**config.mk**
```make
export PLATFORM = sky130hd
export DESIGN_NAME = store_buffer
export DESIGN_NICKNAME = d
export VERILOG_FILES = /design/src/rtl/store_buffer_pkg.sv /design/src/rtl/store_buffer_align.sv /design/src/rtl/store_buffer.sv
export SDC_FILE = /design/constraint.sdc
export NUM_CORES = 1
export LEC_CHECK = 0
export ABC_AREA = 1
export ABC_CLOCK_PERIOD_IN_PS = 8600
export BUFFER_PORTS_ARGS = -buffer_cell sky130_fd_sc_hd__buf_2
export CAP_MARGIN = 20
export CELL_PAD_IN_SITES_DETAIL_PLACEMENT = 1
export CELL_PAD_IN_SITES_GLOBAL_PLACEMENT = 1
export CORE_UTILIZATION = 44
export CTS_BUF_LIST = sky130_fd_sc_hd__clkbuf_8
export CTS_CLUSTER_DIAMETER = 200
export DETAILED_ROUTE_END_ITERATION = 7
export HOLD_SLACK_MARGIN = 0.15
export PLACE_DENSITY_LB_ADDON = 0.05
export SETUP_SLACK_MARGIN = 0.3
export SLEW_MARGIN = 15
export SYNTH_ARGS = -nofsm -noshare
export SYNTH_HDL_FRONTEND = slang
export SYNTH_HIERARCHICAL = 1
export SYNTH_SLANG_ARGS = --single-unit
```
**constraint.sdc**
```tcl
create_clock -name clk -period 8.6 [get_ports clk]
set_input_delay 0.86 -clock clk [delete_from_list [all_inputs] [get_ports clk]]
set_output_delay 0.86 -clock clk [all_outputs]
set_load 0.01 [all_outputs]
```
**src/rtl/store_buffer_pkg.sv**
```systemverilog
// Shared types for the store buffer: store encodings, queued entry layout
// and drain-FSM states.
package store_buffer_pkg;

   typedef logic [31:0] rv32i_word;

   typedef enum logic [2:0] {
      SB = 3'b000,
      SH = 3'b001,
      SW = 3'b010
   } store_funct3_t;

   typedef struct packed {
      rv32i_word  addr;
      rv32i_word  data;
      logic [3:0] mask;
   } sbuf_entry_t;

   typedef enum logic {
      IDLE  = 1'b0,
      WRITE = 1'b1
   } sbuf_state_t;

endpackage

```
**src/rtl/store_buffer_align.sv**
```systemverilog
// Combinational store aligner: replicates store data across byte lanes,
// builds the byte-enable mask and flags misaligned or reserved stores.
// Kept free of state so a future cache write path can reuse it.
module store_align
   import store_buffer_pkg::*;
(
   input  logic [2:0]  funct3,
   input  logic [1:0]  addr_lo,
   input  logic [31:0] data,
   output logic [31:0] wdata,
   output logic [3:0]  mask,
   output logic        fault
);

   // Decode store width and lane placement; faulting stores produce no lanes.
   always_comb begin
      wdata = 32'h0000_0000;
      mask  = 4'b0000;
      fault = 1'b0;
      case (funct3)
         SB: begin
            wdata = {4{data[7:0]}};
            mask  = 4'b0001 << addr_lo;
         end
         SH: begin
            if (addr_lo[0]) begin
               fault = 1'b1;
            end else begin
               wdata = {2{data[15:0]}};
               mask  = 4'b0011 << {addr_lo[1], 1'b0};
            end
         end
         SW: begin
            if (addr_lo != 2'b00) begin
               fault = 1'b1;
            end else begin
               wdata = data;
               mask  = 4'b1111;
            end
         end
         default: begin
            fault = 1'b1;
         end
      endcase
   end

endmodule

```
**src/rtl/store_buffer.sv**
```systemverilog
// Store buffer between the EX/MEM latch and the data-memory write port.
// Aligned stores are queued in a small FIFO and drained one at a time over a
// write/resp handshake; loads that hit a queued word raise ld_hazard.
module store_buffer
   import store_buffer_pkg::*;
#(
   parameter int DEPTH = 2
) (
   input  logic        clk,
   input  logic        reset_n,
   input  logic        st_valid,
   input  logic [2:0]  st_funct3,
   input  logic [31:0] st_addr,
   input  logic [31:0] st_data,
   output logic        st_ready,
   output logic        store_fault,
   input  logic        ld_valid,
   input  logic [31:0] ld_addr,
   output logic        ld_hazard,
   output logic        mem_write,
   output logic [31:0] mem_address,
   output logic [31:0] mem_wdata,
   output logic [3:0]  mem_byte_enable,
   input  logic        mem_resp,
   output logic        empty
);

   localparam int PTR_W = $clog2(DEPTH);
   localparam int CNT_W = PTR_W + 1;

   sbuf_entry_t      entries_r [DEPTH];
   logic [DEPTH-1:0] valid_r;
   logic [PTR_W-1:0] head_r;
   logic [PTR_W-1:0] tail_r;
   logic [CNT_W-1:0] count_r;
   sbuf_state_t      state_r;
   logic             mem_write_r;
   logic             store_fault_r;

   logic [31:0]      align_wdata_s;
   logic [3:0]       align_mask_s;
   logic             align_fault_s;
   logic             full_s;
   logic             accept_s;
   logic             push_s;
   logic             pop_s;
   logic             hit_s;
   logic             unused_s;

   store_align u_align (
      .funct3  (st_funct3),
      .addr_lo (st_addr[1:0]),
      .data    (st_data),
      .wdata   (align_wdata_s),
      .mask    (align_mask_s),
      .fault   (align_fault_s)
   );

   // Full is taken from registered count only, so a same-cycle pop never frees a slot.
   assign full_s   = (count_r == CNT_W'(DEPTH));
   assign accept_s = st_valid && !full_s;
   assign push_s   = accept_s && !align_fault_s;
   assign pop_s    = (state_r == WRITE) && mem_resp;

   assign st_ready    = !full_s;
   assign empty       = (count_r == CNT_W'(0));
   assign mem_write   = mem_write_r;
   assign store_fault = store_fault_r;
   assign unused_s    = &{1'b0, ld_addr[1:0]};

   // FIFO storage, pointers and occupancy count.
   always_ff @(posedge clk) begin
      if (!reset_n) begin
         head_r  <= PTR_W'(0);
         tail_r  <= PTR_W'(0);
         count_r <= CNT_W'(0);
         valid_r <= DEPTH'(0);
         for (int i = 0; i < DEPTH; i++) begin
            entries_r[i] <= '0;
         end
      end else begin
         if (pop_s) begin
            valid_r[head_r] <= 1'b0;
            head_r          <= head_r + PTR_W'(1);
         end
         if (push_s) begin
            entries_r[tail_r] <= '{addr: {st_addr[31:2], 2'b00},
                                   data: align_wdata_s,
                                   mask: align_mask_s};
            valid_r[tail_r]   <= 1'b1;
            tail_r            <= tail_r + PTR_W'(1);
         end
         case ({push_s, pop_s})
            2'b10:   count_r <= count_r + CNT_W'(1);
            2'b01:   count_r <= count_r - CNT_W'(1);
            default: count_r <= count_r;
         endcase
      end
   end

   // Drain FSM: one write per entry, with an idle cycle after every response.
   always_ff @(posedge clk) begin
      if (!reset_n) begin
         state_r     <= IDLE;
         mem_write_r <= 1'b0;
      end else begin
         case (state_r)
            IDLE: begin
               if (count_r != CNT_W'(0)) begin
                  state_r     <= WRITE;
                  mem_write_r <= 1'b1;
               end else begin
                  state_r     <= IDLE;
                  mem_write_r <= 1'b0;
               end
            end
            WRITE: begin
               if (mem_resp) begin
                  state_r     <= IDLE;
                  mem_write_r <= 1'b0;
               end else begin
                  state_r     <= WRITE;
                  mem_write_r <= 1'b1;
               end
            end
            default: begin
               state_r     <= IDLE;
               mem_write_r <= 1'b0;
            end
         endcase
      end
   end

   // Fault pulse follows the cycle in which a bad store was consumed.
   always_ff @(posedge clk) begin
      if (!reset_n) begin
         store_fault_r <= 1'b0;
      end else begin
         store_fault_r <= accept_s && align_fault_s;
      end
   end

   // Present the head entry to memory, or zeros when nothing is queued.
   always_comb begin
      mem_address     = 32'h0000_0000;
      mem_wdata       = 32'h0000_0000;
      mem_byte_enable = 4'b0000;
      if (count_r != CNT_W'(0)) begin
         mem_address     = entries_r[head_r].addr;
         mem_wdata       = entries_r[head_r].data;
         mem_byte_enable = entries_r[head_r].mask;
      end else begin
         mem_address     = 32'h0000_0000;
         mem_wdata       = 32'h0000_0000;
         mem_byte_enable = 4'b0000;
      end
   end

   // Word-address match against every queued entry, including the one being written.
   always_comb begin
      hit_s = 1'b0;
      for (int i = 0; i < DEPTH; i++) begin
         hit_s = hit_s | (valid_r[i] && (entries_r[i].addr[31:2] == ld_addr[31:2]));
      end
      ld_hazard = ld_valid && hit_s;
   end

endmodule

```
==> impl_results.md <==
* Peak supply drop at about 0.093 mV
* Final Cell Area at ~9500 µm²
* Clock transition at path regs at around 0.09 ns
* Post-Syn Area at 8115 µm²
* Yosys warning count at 6
* Row Count at 49
* GRT Util Overall at 25.77%
* Post-CTS Hold Buffers at 0
* IO Pins at 177
* Die area at ~19000 µm²
* Post-CTS Setup Inserts at 0
* Synth area leader: edfxtp_1
* Port Buf Inserts at about 170
* Die Wd at 137.8 µm
* Hold slack final at between 0.4 and 0.5 ns
* Run status: finished clean
* CP max stage cell: nand2_2
* DRT antenna net count at 0
* Setup Crit Path Kind: input pin to register
* Min Tclk post-route at between 3 and 4 ns
* Area share of the largest cell type after synthesis at 48.84%
* Max-slew headroom at 34.37%
* Worst path most repeated cell: nand3_1
* Crit path max-delay family: simple AND/OR/NAND/NOR gates
* Worst path max stage delay at between 0.6 and 0.7 ns
* Die height at 137.8 µm
* First-pass GRT wire length at 36.07 mm
* Setup Skew at 0.01398 ns
* Post-DR wirelength/cell at 16.00 µm
* Total power at between 1.5 and 2 mW
* Syn Area/Cell at roughly 7.4 µm²
* Number of synthesized flops with an enable pin at about 130
* # DRC at 0
* Post_cts resized at 0
* Nets at 1349
* DRT iter0 DRCs at approximately 370
* Top post-synthesis cells by area: edfxtp_1 (49%), nand2_1 (13%), nor2_1 (10%), inv_1 (8.6%), nand3_1 (4.4%)
* Initial antenna violation count at 2
* Power Density at 171.5 nW/µm²
* Leakage dissipation at about 4.6 nW
* Final setup viols at 0
* Final core occ at 52.71%
* Endpoint type of the worst setup path: register
* Share of flip-flops with an asynchronous set or reset at 0%
* Core area at 18020 µm²
* Max_cap viols at 0
* WP data arrival at about 3.6 ns
* Final period util at roughly 40%
* Clk_lat worst skew at 0.45 ns
* Clk buf depth at 2
* Max-slew violations at 0
* Top FF cell, synth: edfxtp_1
* Clock sinks at ~140
* Gr ovfl total at 0
* Antenna cells at 0
* Cells after Synth at 1094
* DRT Pass-1 Iters at 5
* Synthesized flop and latch total at 141
* CTS Buf Count at 17
* Fill cell count at 2359
* Worst Hold Class: register to register
* H-tree levels at 4
* Initial core utilization at 45.02%
* Startpoint Class: input pin
* Vias at 7353
* Root Driver: clkbuf_8
* Register area share after synthesis at 51.06%
* Critical Path RT at 8.69 ns
* CTS tree: done
* Setup TNS at 0 ns
* Final GP Congestion at 0.8182
* Crit-path cells: buf_2, inv_1, nand2_1, buf_8, nand3_1, nand3_1, nor2_4, nand3_2, nand2_2, buf_4
* Vias in the first global route at 7241
* WP buf/inv at 4
* Dominant cell by count in the synthesized netlist: nand2_1
* Commonest cells in the netlist: nand2_1 (276), nor2_1 (222), inv_1 (187), edfxtp_1 (132), nand3_1 (72)
* Synth cell types at 23
* Share of cells above drive strength 1 at a little under a fifth
* Fmax at 0.2822 GHz
* Slew @ Worst Pin at 0.9834 ns
* Dpl hpwl at 16.37 mm
* Crit path max fanout at 36
* RSZ-0062 raised after global routing: false
* Area post-placement at 9081 µm²
* Vias/cell at 4.948
* Layout area overhead at 17.08%
* Final WL at 23.78 mm
* Largest net degree at the start of global routing at 91
* Final hold violation count at 0
cell families (layout without fill, tap and decap cells):
family / after synthesis / in the layout / synth area share [%]
adders and majority gates: 1 / 1 / 0.1542
AOI/OAI and AO/OA: 116 / 116 / 7.154
xor gates and xnor gates: 5 / 5 / 0.5396
buffers and inverters: 241 / 403 / 11.93
DFF: 141 / 141 / 51.06
other: 1 / 2 / 0.04621
and+or+nand+nor: 589 / 589 / 29.11
registers in the layout (all words and copies together) (netlist names), named ones only:
register	flops
entries_r	132
count_r	2
valid_r	2
head_r	1
mem_write	1
store_fault	1
tail_r	1
worst paths after layout:
check / to / cells after the start / start / slack [ns]
setup / recovery: entries_r[1][22]$_SDFFCE_PN0P_ / 10 / st_addr[0] / 5.06
hold / removal: head_r$_SDFFE_PN0P_ / 2 / head_r$_SDFFE_PN0P_ / 0.50
setup reg to reg: entries_r[1][22]$_SDFFCE_PN0P_ / 7 / count_r[0]$_SDFFE_PN0P_ / 6.16
hold reg to reg: head_r$_SDFFE_PN0P_ / 2 / head_r$_SDFFE_PN0P_ / 0.50
through the flow:
| stage | cells | setup slack, ns |
|---|---|---|
| 2_1_floorplan | 1095 | 4.744 |
| 3_3_place_gp | 1453 | 4.321 |
| 3_5_place_dp | 1453 | 4.289 |
| 4_1_cts | 1485 | 4.764 |
| 5_1_grt | 1486 | 4.847 |
| 6_report | 1486 | 5.056 |
layer usage:
metal | part of all wire (%) | vias to the layer above | GRT usage, %
met1 | 42 | 3492 | 29.70
met5 | 0.11 | - | 0
met2 | 53 | 156 | 49.22
met3 | 3.8 | 23 | 4.305
met4 | 1.1 | 4 | 5.857
li1 | - | 3678 | -
cell usage in the layout (no fill, tap or decap), drive strengths merged, types with 5 or more instances in the layout:
cell	synthesis	final
a21oi	71	71
buf	23	180
clkbuf	27	17
clkinvlp	0	5
dfxtp	9	9
edfxtp	132	132
inv	191	194
nand2	280	280
nand3	72	72
nor2	235	235
o21ai	45	45
layout make-up:
| class | instances | area [µm²] | share of cell area [%] |
|---|---|---|---|
| Timing Repair Buffer | 180 | 928.4 | 9.771 |
| Clock buffer | 17 | 234.0 | 2.462 |
| Multi-Input combinational cell | 713 | 3019 | 31.78 |
| Clock inverter | 15 | 171.4 | 1.804 |
| Tap cell | 229 | 286.5 | 3.016 |
| Sequential cell | 141 | 4145 | 43.63 |
| Inverter | 191 | 716.9 | 7.545 |
worst register-to-register path, stage by stage, from the launching register on:
cell and delay [ns]:
dfxtp_1 0.41, inv_2 0.07, nand2_2 0.07, nand2_2 0.08, nor2_4 0.11, nand3_2 0.09
nand2_2 0.63, buf_4 0.60
report_power, final:
part / internal, mW / total (mW) / switching, mW
Sequential: 0.783 / 0.799 / 0.0154
Clock: 0.285 / 0.557 / 0.272
Combinational: 0.0849 / 0.274 / 0.189
Power figures use the tool's default switching activity.
